==> src/rtl/vol_ramp_gain_if.sv <==
// Sample-frame bus between the effects chain and the gain stage.
// The master drives frames in and receives the gained frames back.
interface vol_ramp_gain_if #(
    parameter int DATA_W   = 16,
    parameter int CHANNELS = 2
);
    logic                         sample_valid;
    logic [CHANNELS*DATA_W-1:0]   sample_in;
    logic [CHANNELS*DATA_W-1:0]   sample_out;
    logic                         sample_out_valid;

    modport master (
        output sample_valid,
        output sample_in,
        input  sample_out,
        input  sample_out_valid
    );

    modport slave (
        input  sample_valid,
        input  sample_in,
        output sample_out,
        output sample_out_valid
    );
endinterface

==> src/rtl/vol_ramp_gain.sv <==
// Key-driven volume level with a zipper-free gain ramp and a saturating
// two-stage gain datapath over a packed multi-channel sample frame.
module vol_ramp_gain #(
    parameter int DATA_W        = 16,
    parameter int CHANNELS      = 2,
    parameter int LEVEL_W       = 4,
    parameter int DEFAULT_LEVEL = 8,
    parameter int RAMP_DIV      = 256
) (
    input  logic               clk_i,
    input  logic               rst_i,
    input  logic               vol_up_i,
    input  logic               vol_down_i,
    vol_ramp_gain_if.slave     smp,
    output logic [LEVEL_W-1:0] level_o,
    output logic               busy_o
);
    localparam int GW = LEVEL_W + 4;
    localparam int PW = DATA_W + GW + 1;
    localparam int CW = (RAMP_DIV > 2) ? $clog2(RAMP_DIV) : 1;

    localparam logic [LEVEL_W-1:0] LVL_RST = LEVEL_W'(DEFAULT_LEVEL);
    localparam logic [LEVEL_W-1:0] LVL_MAX = '1;
    localparam logic [GW-1:0]      GAIN_RST = {LVL_RST, 4'b0000};
    localparam logic [CW-1:0]      CNT_TC = CW'(RAMP_DIV - 1);
    localparam logic signed [PW-1:0] SAT_MAX = {{(PW-DATA_W+1){1'b0}}, {(DATA_W-1){1'b1}}};
    localparam logic signed [PW-1:0] SAT_MIN = {{(PW-DATA_W+1){1'b1}}, {(DATA_W-1){1'b0}}};

    // [0],[1] synchroniser flops, [2] previous synchronised value for edge detect
    logic [2:0]         up_sync_q, dn_sync_q;
    logic               up_evt, dn_evt;
    logic [LEVEL_W-1:0] level_q, level_d;
    logic [GW-1:0]      gain_q, gain_d, target;
    logic [CW-1:0]      cnt_q, cnt_d;

    logic signed [PW-1:0]       prod_q [CHANNELS];
    logic signed [PW-1:0]       prod_d [CHANNELS];
    logic signed [PW-1:0]       shifted [CHANNELS];
    logic                       v1_q, v2_q;
    logic [CHANNELS*DATA_W-1:0] out_q, out_d;

    assign up_evt = up_sync_q[2] & ~up_sync_q[1];
    assign dn_evt = dn_sync_q[2] & ~dn_sync_q[1];
    assign target = {level_q, 4'b0000};

    always_comb begin
        level_d = level_q;
        if (up_evt && !dn_evt && level_q != LVL_MAX) begin
            level_d = level_q + LEVEL_W'(1);
        end else if (dn_evt && !up_evt && level_q != '0) begin
            level_d = level_q - LEVEL_W'(1);
        end
    end

    // The counter keeps running across a target change so a redirect costs no extra time.
    always_comb begin
        gain_d = gain_q;
        cnt_d  = '0;
        if (gain_q != target) begin
            if (cnt_q == CNT_TC) begin
                cnt_d  = '0;
                gain_d = (gain_q < target) ? gain_q + GW'(1) : gain_q - GW'(1);
            end else begin
                cnt_d = cnt_q + CW'(1);
            end
        end
    end

    always_comb begin
        out_d = out_q;
        for (int ch = 0; ch < CHANNELS; ch++) begin
            prod_d[ch]  = PW'($signed(smp.sample_in[ch*DATA_W +: DATA_W]))
                        * $signed({{(PW-GW){1'b0}}, gain_q});
            shifted[ch] = prod_q[ch] >>> (GW - 1);
            if (shifted[ch] > SAT_MAX) begin
                out_d[ch*DATA_W +: DATA_W] = SAT_MAX[DATA_W-1:0];
            end else if (shifted[ch] < SAT_MIN) begin
                out_d[ch*DATA_W +: DATA_W] = SAT_MIN[DATA_W-1:0];
            end else begin
                out_d[ch*DATA_W +: DATA_W] = shifted[ch][DATA_W-1:0];
            end
        end
    end

    always_ff @(posedge clk_i) begin
        if (rst_i) begin
            up_sync_q <= '1;
            dn_sync_q <= '1;
            level_q   <= LVL_RST;
            gain_q    <= GAIN_RST;
            cnt_q     <= '0;
            v1_q      <= 1'b0;
            v2_q      <= 1'b0;
            out_q     <= '0;
            for (int ch = 0; ch < CHANNELS; ch++) begin
                prod_q[ch] <= '0;
            end
        end else begin
            up_sync_q <= {up_sync_q[1:0], vol_up_i};
            dn_sync_q <= {dn_sync_q[1:0], vol_down_i};
            level_q   <= level_d;
            gain_q    <= gain_d;
            cnt_q     <= cnt_d;
            v1_q      <= smp.sample_valid;
            v2_q      <= v1_q;
            if (smp.sample_valid) begin
                for (int ch = 0; ch < CHANNELS; ch++) begin
                    prod_q[ch] <= prod_d[ch];
                end
            end
            if (v1_q) begin
                out_q <= out_d;
            end
        end
    end

    assign smp.sample_out       = out_q;
    assign smp.sample_out_valid = v2_q;
    assign level_o              = level_q;
    assign busy_o               = (gain_q != target);
endmodule

==> src/flat_wrapper.sv <==
// flat-port wrapper written by rule: the top's interface ports become plain ports
module vol_ramp_gain_flat 
#(
    parameter int DATA_W        = 16,
    parameter int CHANNELS      = 2,
    parameter int LEVEL_W       = 4,
    parameter int DEFAULT_LEVEL = 8,
    parameter int RAMP_DIV      = 256
)
  (clk_i, rst_i, vol_up_i, vol_down_i, level_o, busy_o, smp_sample_valid, smp_sample_in, smp_sample_out, smp_sample_out_valid);
  vol_ramp_gain_if #(.DATA_W(DATA_W), .CHANNELS(CHANNELS)) smp_i ();
  input  logic clk_i;
  input  logic rst_i;
  input  logic vol_up_i;
  input  logic vol_down_i;
  output logic [LEVEL_W-1:0] level_o;
  output logic busy_o;
  input wire logic [$bits(smp_i.sample_valid)-1:0] smp_sample_valid;
  input wire logic [$bits(smp_i.sample_in)-1:0] smp_sample_in;
  output wire logic [$bits(smp_i.sample_out)-1:0] smp_sample_out;
  output wire logic [$bits(smp_i.sample_out_valid)-1:0] smp_sample_out_valid;
  assign smp_i.sample_valid = smp_sample_valid;
  assign smp_i.sample_in = smp_sample_in;
  assign smp_sample_out = smp_i.sample_out;
  assign smp_sample_out_valid = smp_i.sample_out_valid;
  vol_ramp_gain #(.DATA_W(DATA_W), .CHANNELS(CHANNELS), .LEVEL_W(LEVEL_W), .DEFAULT_LEVEL(DEFAULT_LEVEL), .RAMP_DIV(RAMP_DIV)) u_core (.clk_i(clk_i), .rst_i(rst_i), .vol_up_i(vol_up_i), .vol_down_i(vol_down_i), .smp(smp_i), .level_o(level_o), .busy_o(busy_o));
endmodule
==> config.mk <==
export PLATFORM = sky130hd
export DESIGN_NAME = vol_ramp_gain_flat
export DESIGN_NICKNAME = d
export VERILOG_FILES = /design/src/rtl/vol_ramp_gain_if.sv /design/src/rtl/vol_ramp_gain.sv /design/src/flat_wrapper.sv
export SDC_FILE = /design/constraint.sdc
export NUM_CORES = 1
export LEC_CHECK = 0
export BUFFER_PORTS_ARGS = -buffer_cell sky130_fd_sc_hd__buf_2
export CORE_AREA = 2 2 173 175
export CTS_BUF_LIST = sky130_fd_sc_hd__clkbuf_16
export DETAILED_ROUTE_END_ITERATION = 10
export DIE_AREA = 0 0 175 177
export RECOVER_POWER = 25
export SYNTH_ARGS = -nofsm -noshare
export SYNTH_HDL_FRONTEND = slang
export SYNTH_SLANG_ARGS = --single-unit
==> constraint.sdc <==
create_clock -name clk_i -period 15.57 [get_ports clk_i]
set_input_delay 0.7785 -clock clk_i [delete_from_list [all_inputs] [get_ports clk_i]]
set_output_delay 0.7785 -clock clk_i [all_outputs]
set_load 0.03 [all_outputs]
Word-level counts from Yosys, hierarchy flattened --
Memory sizes are Yosys's and may differ from the RTL's. Cells that the tools add are included. Widths: inputs -> output; s select.
Storage, ports and cells: memory bits (writable) 50, logic and storage cells 55, output and inout port bits 38, bits in registers 60, bits of input ports 37, memories 1
Memories:
- u_core.prod_q | words 2, bits a word 25, read ports 2, clocked after memory_dff 0, write ports 2, RTL line vol_ramp_gain.sv:36 | logic signed [PW-1:0] prod_q [CHANNELS];
Operators by class: muxes and demuxes 14, reductions and logical operators 10, equal/unequal tests 3, magnitude comparators 5, multiply operators 2, add/sub/neg operators 5, bitwise logic cells 7
Operator list (number):
- $mux 16 | 4
- $mul 16x9->25 | 2
- $mux 25 | 2
- $gt 18x16->1 const B | 2
- $lt 18x16->1 const B | 2
- $add 8x1->8 const B | 2
- $eq 8x8->1 const B | 1
- $lt 8x8->1 | 1
- $mux 4 | 2
- $mux 8 | 1
- $ne 8x8->1 | 1
- $sub 8x1->8 const B | 1
- $mux 1 | 5
- $add 4x1->4 const B | 1
- $logic_and 1x1->1 | 4
- $ne 4x4->1 const B | 1
- $reduce_bool 4->1 | 1
- $sub 4x1->4 const B | 1
- $not 1->1 | 3
- $reduce_or 3->1 | 1
- $and 1x1->1 | 2
- $logic_not 1->1 | 2
- $or 1x1->1 | 2
- $reduce_and 2->1 | 1
- $reduce_bool 2->1 | 1

Longest topological paths before layout --
Gate-level depths: netlist (run 1).
depth in word-level cells 7, depth in mapped cells 20, mapped depth without buffers 18

Worst setup path after synthesis (run 1) --
Ideal clock, no wire load.
path type register -> register, start register u_core.gain_q[0], end memory u_core.prod_q[0][23] (netlist name) (data pin), setup slack 10.465 ns, stages on the path, launching flop included 19, period minus slack after synthesis 5.105 ns, path buffers 2, data required time 15.311 ns, arrival 4.847 ns, setup time 0.259 ns, cell sequence dfxtp_1 > clkbuf_1 > clkbuf_1 > nand2_1 > fa_1 > inv_1 > fa_1 > inv_1 > fa_1 > fa_1 > inv_1 > ha_1 > o21a_1 > o2111a_1 > a221oi_4 > o21ai_2 > o31ai_2 > nor4_1 > a211o_1
RTL lines:
- start, declared | RTL line vol_ramp_gain.sv:33 | logic [GW-1:0] gain_q, gain_d, target;
- start signal, assigned | RTL line vol_ramp_gain.sv:102 | gain_q <= gain_d;
- end, declared | RTL line vol_ramp_gain.sv:36

==> results of run 1 <==
[power breakdown]
| part | internal (uW) | total (uW) | leakage, uW | switching (uW) |
|---|---|---|---|---|
| clock | 125 | 223 | 0.000150 | 98.6 |
| combinational | 45.7 | 128 | 0.00581 | 81.8 |
| sequential | 275 | 283 | 0.000886 | 8.05 |
[area by class of cell]
class | instances | area [sq um] | area share, %
multi-input cells | 999 | 9371 | 67.06
flip-flops and latches | 96 | 2283 | 16.34
inverters | 295 | 1107 | 7.924
well taps | 390 | 488.0 | 3.492
repair buffers | 86 | 424.2 | 3.035
clock buffers | 9 | 225.2 | 1.612
clock inverters | 7 | 70.07 | 0.5014
diodes | 2 | 5.005 | 0.03581
[cell usage in the layout (no fill, tap or decap), types with 7 or more instances in the layout]
master	count
a21o_1	14
xnor2_1	28
o21ai_0	43
or2_2	13
nand2b_1	38
nand4_1	10
inv_1	294
ha_1	105
buf_4	11
edfxtp_1	36
dfxtp_1	59
mux2i_1	10
fa_1	204
clkbuf_16	9
buf_2	48
nor2_1	71
a21oi_1	69
nand3_1	14
clkbuf_1	27
and2_1	143
o21a_1	7
xor2_1	20
nand2_1	127
nor3_1	10
[worst max-delay path, cell delays in order, from the launching register on]
cell      delay [ns]
dfxtp_1         0.76
buf_4           0.40
nand2_1         0.12
fa_1            0.51
inv_1           0.05
fa_1            0.47
fa_1            0.50
inv_1           0.06
fa_1            0.52
inv_1           0.04
ha_1            0.33
and3_1          0.21
o2111a_1        0.17
a221oi_4        0.36
o21ai_2         0.16
o31ai_2         0.32
nor4_1          0.08
a211o_1         0.23
[registers in the layout, indices dropped and copies added (netlist names)]
name / flops
u_core.v1_q: 1
u_core.gain_q: 8
u_core.smp.sample_out: 32
u_core.prod_q: 36
u_core.up_sync_q: 3
u_core.cnt_q: 8
u_core.dn_sync_q: 3
u_core.level_o: 4
u_core.smp.sample_out_valid: 1
[metal layers]
layer,share of wire [%],vias to the layer above
met3,3.2,20
li1,-,4546
met4,1.2,0
met1,47,4667
met2,48,164
met5,0,-
[cells by family after synthesis]
group	count (synthesis)	synth area share (%)
AO/OA/AOI/OAI	176	8.477
AND/OR/NAND/NOR	455	18.11
flip-flops	96	17.63
multiplexers	11	0.8603
XOR/XNOR	48	3.248
adder cells (fa/ha/maj)	309	41.70
buffers and inverters	343	9.975
[worst paths after layout]
path	slack [ns]	cells past startpoint	to
setup / recovery	10.00	17	u_core.prod_q[0][23]$_SDFFCE_PN0P_
hold / removal	0.41	1	u_core.dn_sync_q[1]$_SDFF_PP1_
setup reg to reg	10.00	17	u_core.prod_q[0][23]$_SDFFCE_PN0P_
hold reg to reg	0.41	1	u_core.dn_sync_q[1]$_SDFF_PP1_
[metrics by stage]
step / worst slack (ns) / cells
after CTS: 9.999 / 1882
after detailed placement: 10.02 / 1866
after floorplan: 10.46 / 1438
final: 10.00 / 1884
after global placement: 10.07 / 1866
after global routing: 9.655 / 1884
==> flow_results.org, run 1 <==
** Global routing
- GR Layer Usage met2 :: between 30% and 40%
- Via count of the first global-routing pass :: 9927
- For this run, the total global-route usage over all layers was measured as 19.86%.
- The number of antenna violations at the first check in global routing was 2.
- Entering global routing, the biggest net connects 56 pins.
- The layer flagged by global routing as most heavily used is met2.
- The first global-routing pass estimated 49.30 mm of wire.
- For met3 alone, demand over resource in global routing was 2.019%.
- Residual overflow from global routing :: 0
- GR Util met1 :: approximately 27%

** Drt
- Post-DRT Antenna Nets :: 0
- For this run, the detailed router's first-pass iteration total came to 4.
- Dividing the detail-routed wire length by the instance count gives roughly 15 um.
- Via total after detailed routing :: 9397
- After detailed routing, the number of vias per cell comes to 4.988.
- The routed design has between 20 and 30 mm of wire.
- In the routed design, unresolved DRC markers number 0.
- For this block, the initial DRC count from the detailed router was between 400 and 500.

** Power
- The completed layout was analyzed and its total power is approximately 630 uW.
- Worst VDD drop :: 0.00006291 V
- For this design the static power due to leakage is around 0.0068 uW.
- Power per cell area :: 45.33 nW/um^2

** Min path
- Min-Delay Path Class :: reg -> reg
- In this run the most critical hold path is launched from u_core.dn_sync_q[0]$_SDFF_PP1_.

** Clocking
- CTS saw 96 sinks.
- For this design, the CTS-stage hold fixing added 0 buffers.
- CTS Root Cell :: clkbuf_16
- CTS tree :: done
- Number of buffers added for setup after CTS :: 0
- Number of CTS-inserted buffers :: 9
- After clock tree synthesis, the repair step resized 0 gates.
- The clock tree synthesis step divided the H-tree into 3 levels.
- Worst skew pair latency :: 0.36 ns
- Clock slew seen by the registers of the worst setup and hold paths :: 0.07 ns
- Number of buffers between clock root and the deepest sink :: 2

** Setup path
- Worst Path Class, Setup :: reg -> reg
- Worst Setup Start Kind :: register
- Of all nets on the critical path, the largest fanout is 19.
- STA classifies the critical path endpoint as a register.
- Arrival time at the worst endpoint :: 5.68 ns
- Reg-to-reg critical path startpoint :: u_core.gain_q[1]$_SDFFE_PP0P_
- Source of the critical timing path :: u_core.gain_q[1]$_SDFFE_PP0P_
- Req. time, crit path :: 15.69 ns

** STA
- Setup Total Neg Slack :: 0 ns
- Static timing analysis puts the maximum clock frequency at 179.6 MHz.
- Setup repair after global routing left no endpoint under its margin.
- Clock skew on the completed layout was measured at 0.01321 ns.
- Least-Margin Pin Slew :: 2.398 ns
- Period utilization :: approximately 36%
- The count of final max-slew check failures was 56.
- The final count of hold timing violations came to 0.
- Headroom to the max-slew limit :: -59.89%
- Setup violations remaining at the end of the flow were counted as 0.
- The tightest hold path in the finished design has a slack of 0.4122 ns.
- The smallest clock period supported by the final layout is computed as 5.567 ns.

** Floorplan
- The die covers 30980 sq um.
- Pin placement for this block handled 75 I/O pins.
- Effective utilization at floorplan :: 44.26%
- The region available for standard cell placement spans 29240 sq um.
- Number of placement rows :: 63
- Measured along the x axis, the die boundary spans 175 um.
- The die is about 180 um tall.

** Placement
- At the end of routability-driven placement, the weighted congestion stood at between 0.8 and 0.9.
- Port buffering added 74 buffers.
- After detailed placement, the total cell area comes to approximately 14000 sq um.
- Once detailed placement completed, the half-perimeter wirelength came to 21.98 mm.

** Synth
- Mean post-synth cell area :: 9.002 sq um
- Share of Yosys cell area claimed by the top area cell type :: 31.55%
- Synthesis produced 1438 cells.
- The Yosys step of the flow raised 0 warnings.
- By area the synthesized netlist is led by fa_1, ha_1, dfxtp_1.
- Netlist Area Pre-Place :: 12940 sq um
- Yosys instantiated no cell more often than inv_1.
- After synthesis, the most frequently instantiated cells are inv_1, fa_1, and2_1.
- The largest total area in the synthesized netlist belongs to fa_1.
- Of all flip-flops after synthesis, the portion carrying an async set or reset was 0%.
- The synthesized design contains 36 enable-type register cells.
- Top flip-flop cell by instance count after synthesis :: dfxtp_1
- Sequential cells were found to cover between 15 and 20% of the synthesized design area.
- Number of nets produced by synthesis :: 1784
- Library cells used by synthesis :: 59
- Synthesized flop and latch total :: 96

** Cells and area
- Once layout is done, the placed cells without fillers occupy approximately 14000 sq um.
- At the end of the flow the core is filled with cells to 47.79%.
- Layout Nets :: 1833
- In the final layout, the share of cells above drive strength 1 is 6.501%.
- Counting the fill cells in the layout gives 2870.
- Area overhead of the layout relative to synthesis :: 7.955%

** Flow run
- Maxcap violations :: 1

** Status
- The checks that failed: max-capacitance violations, max-slew violations.
- Outcome :: finished, violations left
Power figures use the tool's default switching activity.
==> inputs of run 2 (changes only) <==
Settings changed: ABC_AREA set to 1, CORE_AREA 2 2 173 175 to 2 2 178 180, DIE_AREA 0 0 175 177 to 0 0 180 182.
Clock period 15.57 ns to 4.5 ns, I/O delays scaled along.
==> run 2 against run 1 <==
  * The run now ends clean
  * Largest power group unchanged
  * Sequential power grew to 3.4 times the previous value
  * Fmax is 25% higher
  * Wire length is 31% higher
  * Setup slack worse by 10 ns
  * Non-clock buffer count is 157 higher
==> flow_results.org, run 2 <==
** Drt
- The number of search-and-repair iterations in the first detailed-routing pass came to 5 (+1).
- The detailed router's first-iteration violation count is 686 (+69%).
- Post-DRT Antenna Nets :: 0 (unchanged)
- Overall routed net length :: 36.99 mm (+31%)
- The average via count per standard cell was 4.899 (-1.8%).
- The number of DRC violations after detailed routing came to 0 (unchanged).
- Via total after detailed routing :: 11920 (+27%)
- Drt wl/cell :: 15.20 um (+1.6%)

** Setup path
- The critical path required time was 4.59 ns (-11.10 ns).
- The register-to-register setup slack was 0.04 ns (-9.96 ns).
- Reg2Reg Depth :: 19 (+2)
- Worst Path Class, Setup :: reg -> reg
- The largest fanout of any net on the critical path came to 6 (-13).
- The worst setup path is launched from a register.
- R2r endpoint :: u_core.prod_q[0][49]$_SDFFCE_PN0P_
- Arrival time at the worst endpoint :: 4.55 ns (-1.13 ns)
- Type of element capturing the critical path :: register
- The startpoint identified for the worst register-to-register timing path is u_core.gain_q[0]$_SDFFE_PP0P_.

** STA
- The max-slew headroom at the worst pin is 28.69% (+89 points).
- Count of pins over their slew limit :: 0 (-100%)
- Setup repair after global routing missed its margin :: true
- Final number of setup-violating endpoints :: 0 (unchanged)
- Setup ws final :: 0.04480 ns (-9.958 ns)
- Least-Margin Pin Slew :: 1.069 ns (-1.330 ns)
- The worst clock skew on the final layout came to 0.01541 ns (+0.002202 ns).
- The final count of hold timing violations is 0 (unchanged).
- The final period utilization was 99.00% (+63 points).
- Highest achievable clock rate :: 224.5 MHz (+25%)
- The shortest clock period the worst path allows after layout came to 4.455 ns (-1.112 ns).

** Global routing
- The met1 usage is 26.61% (-0.39 points).
- The met3 usage came to 2.607% (+0.59 points).
- Total routing resource utilization after global routing :: 22.25% (+2.4 points)
- The global-route congestion overflow total came to 0 (unchanged).
- The number of antenna violations at the first check in global routing was 3 (+1).
- Via count of the first global-routing pass :: 12140 (+22%)
- The met2 track utilization from global routing came to 41.95% (+7.6 points).
- Pin count of the biggest net entering global routing :: 40 (-29%)
- After global routing, the most crowded layer is met2.
- The global-route wire length before repair came to 59.35 mm (+20%).

** Synth
- By count the netlist is led by inv_1, nand2_1, fa_1.
- The area of the mapped netlist came to 13750 sq um (+6.3%).
- Synthesized flop and latch total :: 96 (unchanged)
- Dominant cells by area after synthesis :: fa_1, inv_1, nand2_1
- Share of async-settable or async-resettable flops after synthesis :: 0% (unchanged)
- The area share of the leading cell type in the synthesized netlist came to 29.69% (-1.9 points).
- Library cells used by synthesis :: 36 (-39%)
- Top flip-flop cell by instance count after synthesis :: dfxtp_1
- Most frequent cell after synthesis :: inv_1
- Number of nets produced by synthesis :: 2192 (+23%)
- The total of warnings raised by yosys came to 0 (unchanged).
- The largest total area in the synthesized netlist belongs to fa_1.
- Proportion of synthesized chip area in sequential cells :: 16.59% (-1.0 points)
- The number of enable flip-flop cells after synthesis is 36 (unchanged).
- Cell count after synthesis :: 1846 (+28%)
- Mean post-synth cell area :: 7.451 sq um (-17%)

** Cells and area
- Area occupied by registers :: 2300 sq um (+0.71%)
- The number of fill cells in the layout was 2899 (+1.0%).
- The final net count was 2370 (+29%).
- The area growth from synthesis to layout is 23.61%.
- Register with the most flip-flops :: u_core.prod_q
- Post-route standard cell area excluding fillers :: 17000 sq um (+22%)
- Commonest non-fill, non-tap cell in the layout :: inv_1
- The share of final-layout standard cells stronger than drive strength 1 was 20.40% (+14 points).
- Number of non-filler instances in the completed layout :: 2434 (+29%)
- The number of flip-flops in the largest register was 36 (unchanged).
- The top cell types in the final layout, fill and taps aside, are inv_1, nand2_1, fa_1.
- Area occupied by multi-input gates :: 10140 sq um (+8.2%)

** Power
- Leak Pwr :: 0.009378 uW (+37%)
- The total internal power was 1516 uW (+240%).
- Post-layout power :: 2259 uW (+260%)
- Combinational Power Share :: 23.6% (+3.5 points)
- The part of the power in the clock network is 33.5% (-1.7 points).
- Switching portion of total power :: 32.86% (+3.1 points)
- The power share of the sequential group is 42.9% (-1.7 points).
- Power per cell area :: 132.9 nW/um^2 (+190%)
- Net Switching :: 742.3 uW (+290%)
- The peak ir drop on the vdd network was 0.0001518 V (+140%).

** Placement
- Instance area after placement :: 15570 sq um (+14%)
- Final estimated routing congestion in global placement :: 0.9008 (+10%)
- The half-perimeter wire length of the detailed placement result was 28.87 mm (+31%).
- Number of cells after detailed placement :: 2396 (+28%)
- The placement-stage worst setup slack came to -0.3939 ns (-10.42 ns).
- The number of port buffers came to 74 (unchanged).

** Clocking
- Number of CTS-inserted buffers :: 9 (unchanged)
- H-tree depth :: 3 (unchanged)
- The hold buffer count at cts was 0 (unchanged).
- Worst skew pair latency :: 0.36 ns (about the same)
- CTS Root Cell :: clkbuf_16
- The number of sinks driven by the clock tree was 96 (unchanged).
- The clock-pin slew reported for the worst setup and hold paths after clock tree synthesis is 0.08 ns (about the same).
- TritonCTS built the clock tree.
- Number of buffers between clock root and the deepest sink :: 2 (unchanged)

** Floorplan
- The core outline area was 30990 sq um (+6.0%).
- Die height :: 182 um (+2.8%)
- The top-level port count is 75 (unchanged).
- The die footprint was 32760 sq um (+5.8%).
- Die X :: 180 um (+2.9%)
- The number of standard-cell rows in the floorplan came to 65 (+3.2%).
- Effective utilization at floorplan :: 44.39% (+0.12 points)

** Min path
- Min-Delay Path Class :: in -> reg
- End point of the most critical hold path :: u_core.up_sync_q[0]$_SDFF_PP1_
- Depth of the worst hold-timing path :: 2 (+1)
- Worst hold start :: vol_up_i

** Flow run
- The count of maximum capacitance violations came to 0 (-1).

** Status
- The flow ran to the end, and the final reports show no timing, DRC or antenna violations.
## run 2: power groups by stage
stage,clock network [uW],registers [uW],logic [uW]
CTS,770,971,484
global route,806,975,594
finish,756,969,533
global placement,0,991,467
detailed placement,0,992,475
floorplan,0,1020,275
## run 2: repair_timing
action | 4_1_cts | 5_1_grt
gates resized for setup | 34 | 206
buffers inserted | 3 | 13
pin swaps | 5 | 70
setup endpoints to repair | 30 | 29
gates cloned | 0 | 3
## run 2: layout make-up
class                      instances  area share (%)
sequential                        96           13.53
antenna                            3         0.04416
timing repair buffer             243           10.85
multi-input combinational       1161           59.62
inverter                         513           11.34
clock buffer                       9           1.325
clock inverter                     7          0.3385
tap                              402           2.958
## run 2: kinds of logic (layout without fill, tap and decap cells)
group                      after synthesis  count (layout)  synth area share (%)
xor gates and xnor gates                18              18                 1.146
buffers and inverters                  589             772                 16.33
DFF                                     96              96                 16.59
and+or+nand+nor                        617             617                 18.34
other                                    0               3                     0
adders and majority gates              309             309                 39.24
AOI/OAI and AO/OA                      217             217                 8.351
## run 2: worst max-delay path by stage
stage | end | cells after the start | from | slack [ns]
6_report | u_core.prod_q[0][49]$_SDFFCE_PN0P_ | 19 | u_core.gain_q[0]$_SDFFE_PP0P_ | 0.04
5_1_grt | u_core.prod_q[0][46]$_SDFFCE_PN0P_ | 19 | u_core.gain_q[2]$_SDFFE_PP0P_ | -0.09
4_1_cts | u_core.prod_q[0][23]$_SDFFCE_PN0P_ | 21 | u_core.gain_q[5]$_SDFFE_PP0P_ | 0.006
3_5_place_dp | u_core.prod_q[0][49]$_SDFFCE_PN0P_ | 18 | u_core.gain_q[5]$_SDFFE_PP0P_ | -0.39
3_3_place_gp | u_core.prod_q[0][49]$_SDFFCE_PN0P_ | 18 | u_core.gain_q[5]$_SDFFE_PP0P_ | -0.35
2_1_floorplan | u_core.prod_q[0][22]$_SDFFCE_PN0P_ | 18 | u_core.gain_q[0]$_SDFFE_PP0P_ | 0.004
## run 2: metal layers
| metal | share of wire, % | routed length, um |
|---|---|---|
| met1 | 41 | 15280 |
| met2 | 51 | 18920 |
| met3 | 4.9 | 1827 |
| met4 | 2.6 | 969 |
| met5 | 0 | 0 |
## run 2: worst max-delay path, cell delays in order (launching register included)
cell and delay [ns]:
dfxtp_4 0.42, buf_12 0.17, nand2_4 0.08, fa_2 0.56, buf_4 0.18, fa_1 0.47, inv_1 0.06, fa_1 0.52
inv_1 0.05, fa_1 0.47, inv_1 0.06, ha_4 0.24, a21oi_2 0.16, o21ai_1 0.14, nand2_1 0.08, nand3_1 0.11
a21oi_2 0.22, nand2_1 0.09, nand2_1 0.08, a21oi_2 0.05
## run 2: per-stage QoR
| stage | utilization, % | hold WS (ns) | setup TNS [ns] |
|---|---|---|---|
| 2_1_floorplan | - | 0.3288 | 0 |
| 3_3_place_gp | 50.26 | 0.3990 | -4.571 |
| 3_5_place_dp | 50.26 | 0.3978 | -6.259 |
| 4_1_cts | 51.70 | 0.04897 | 0 |
| 5_1_grt | 54.84 | 0.06521 | -0.4550 |
| 6_report | 54.87 | 0.05622 | 0 |
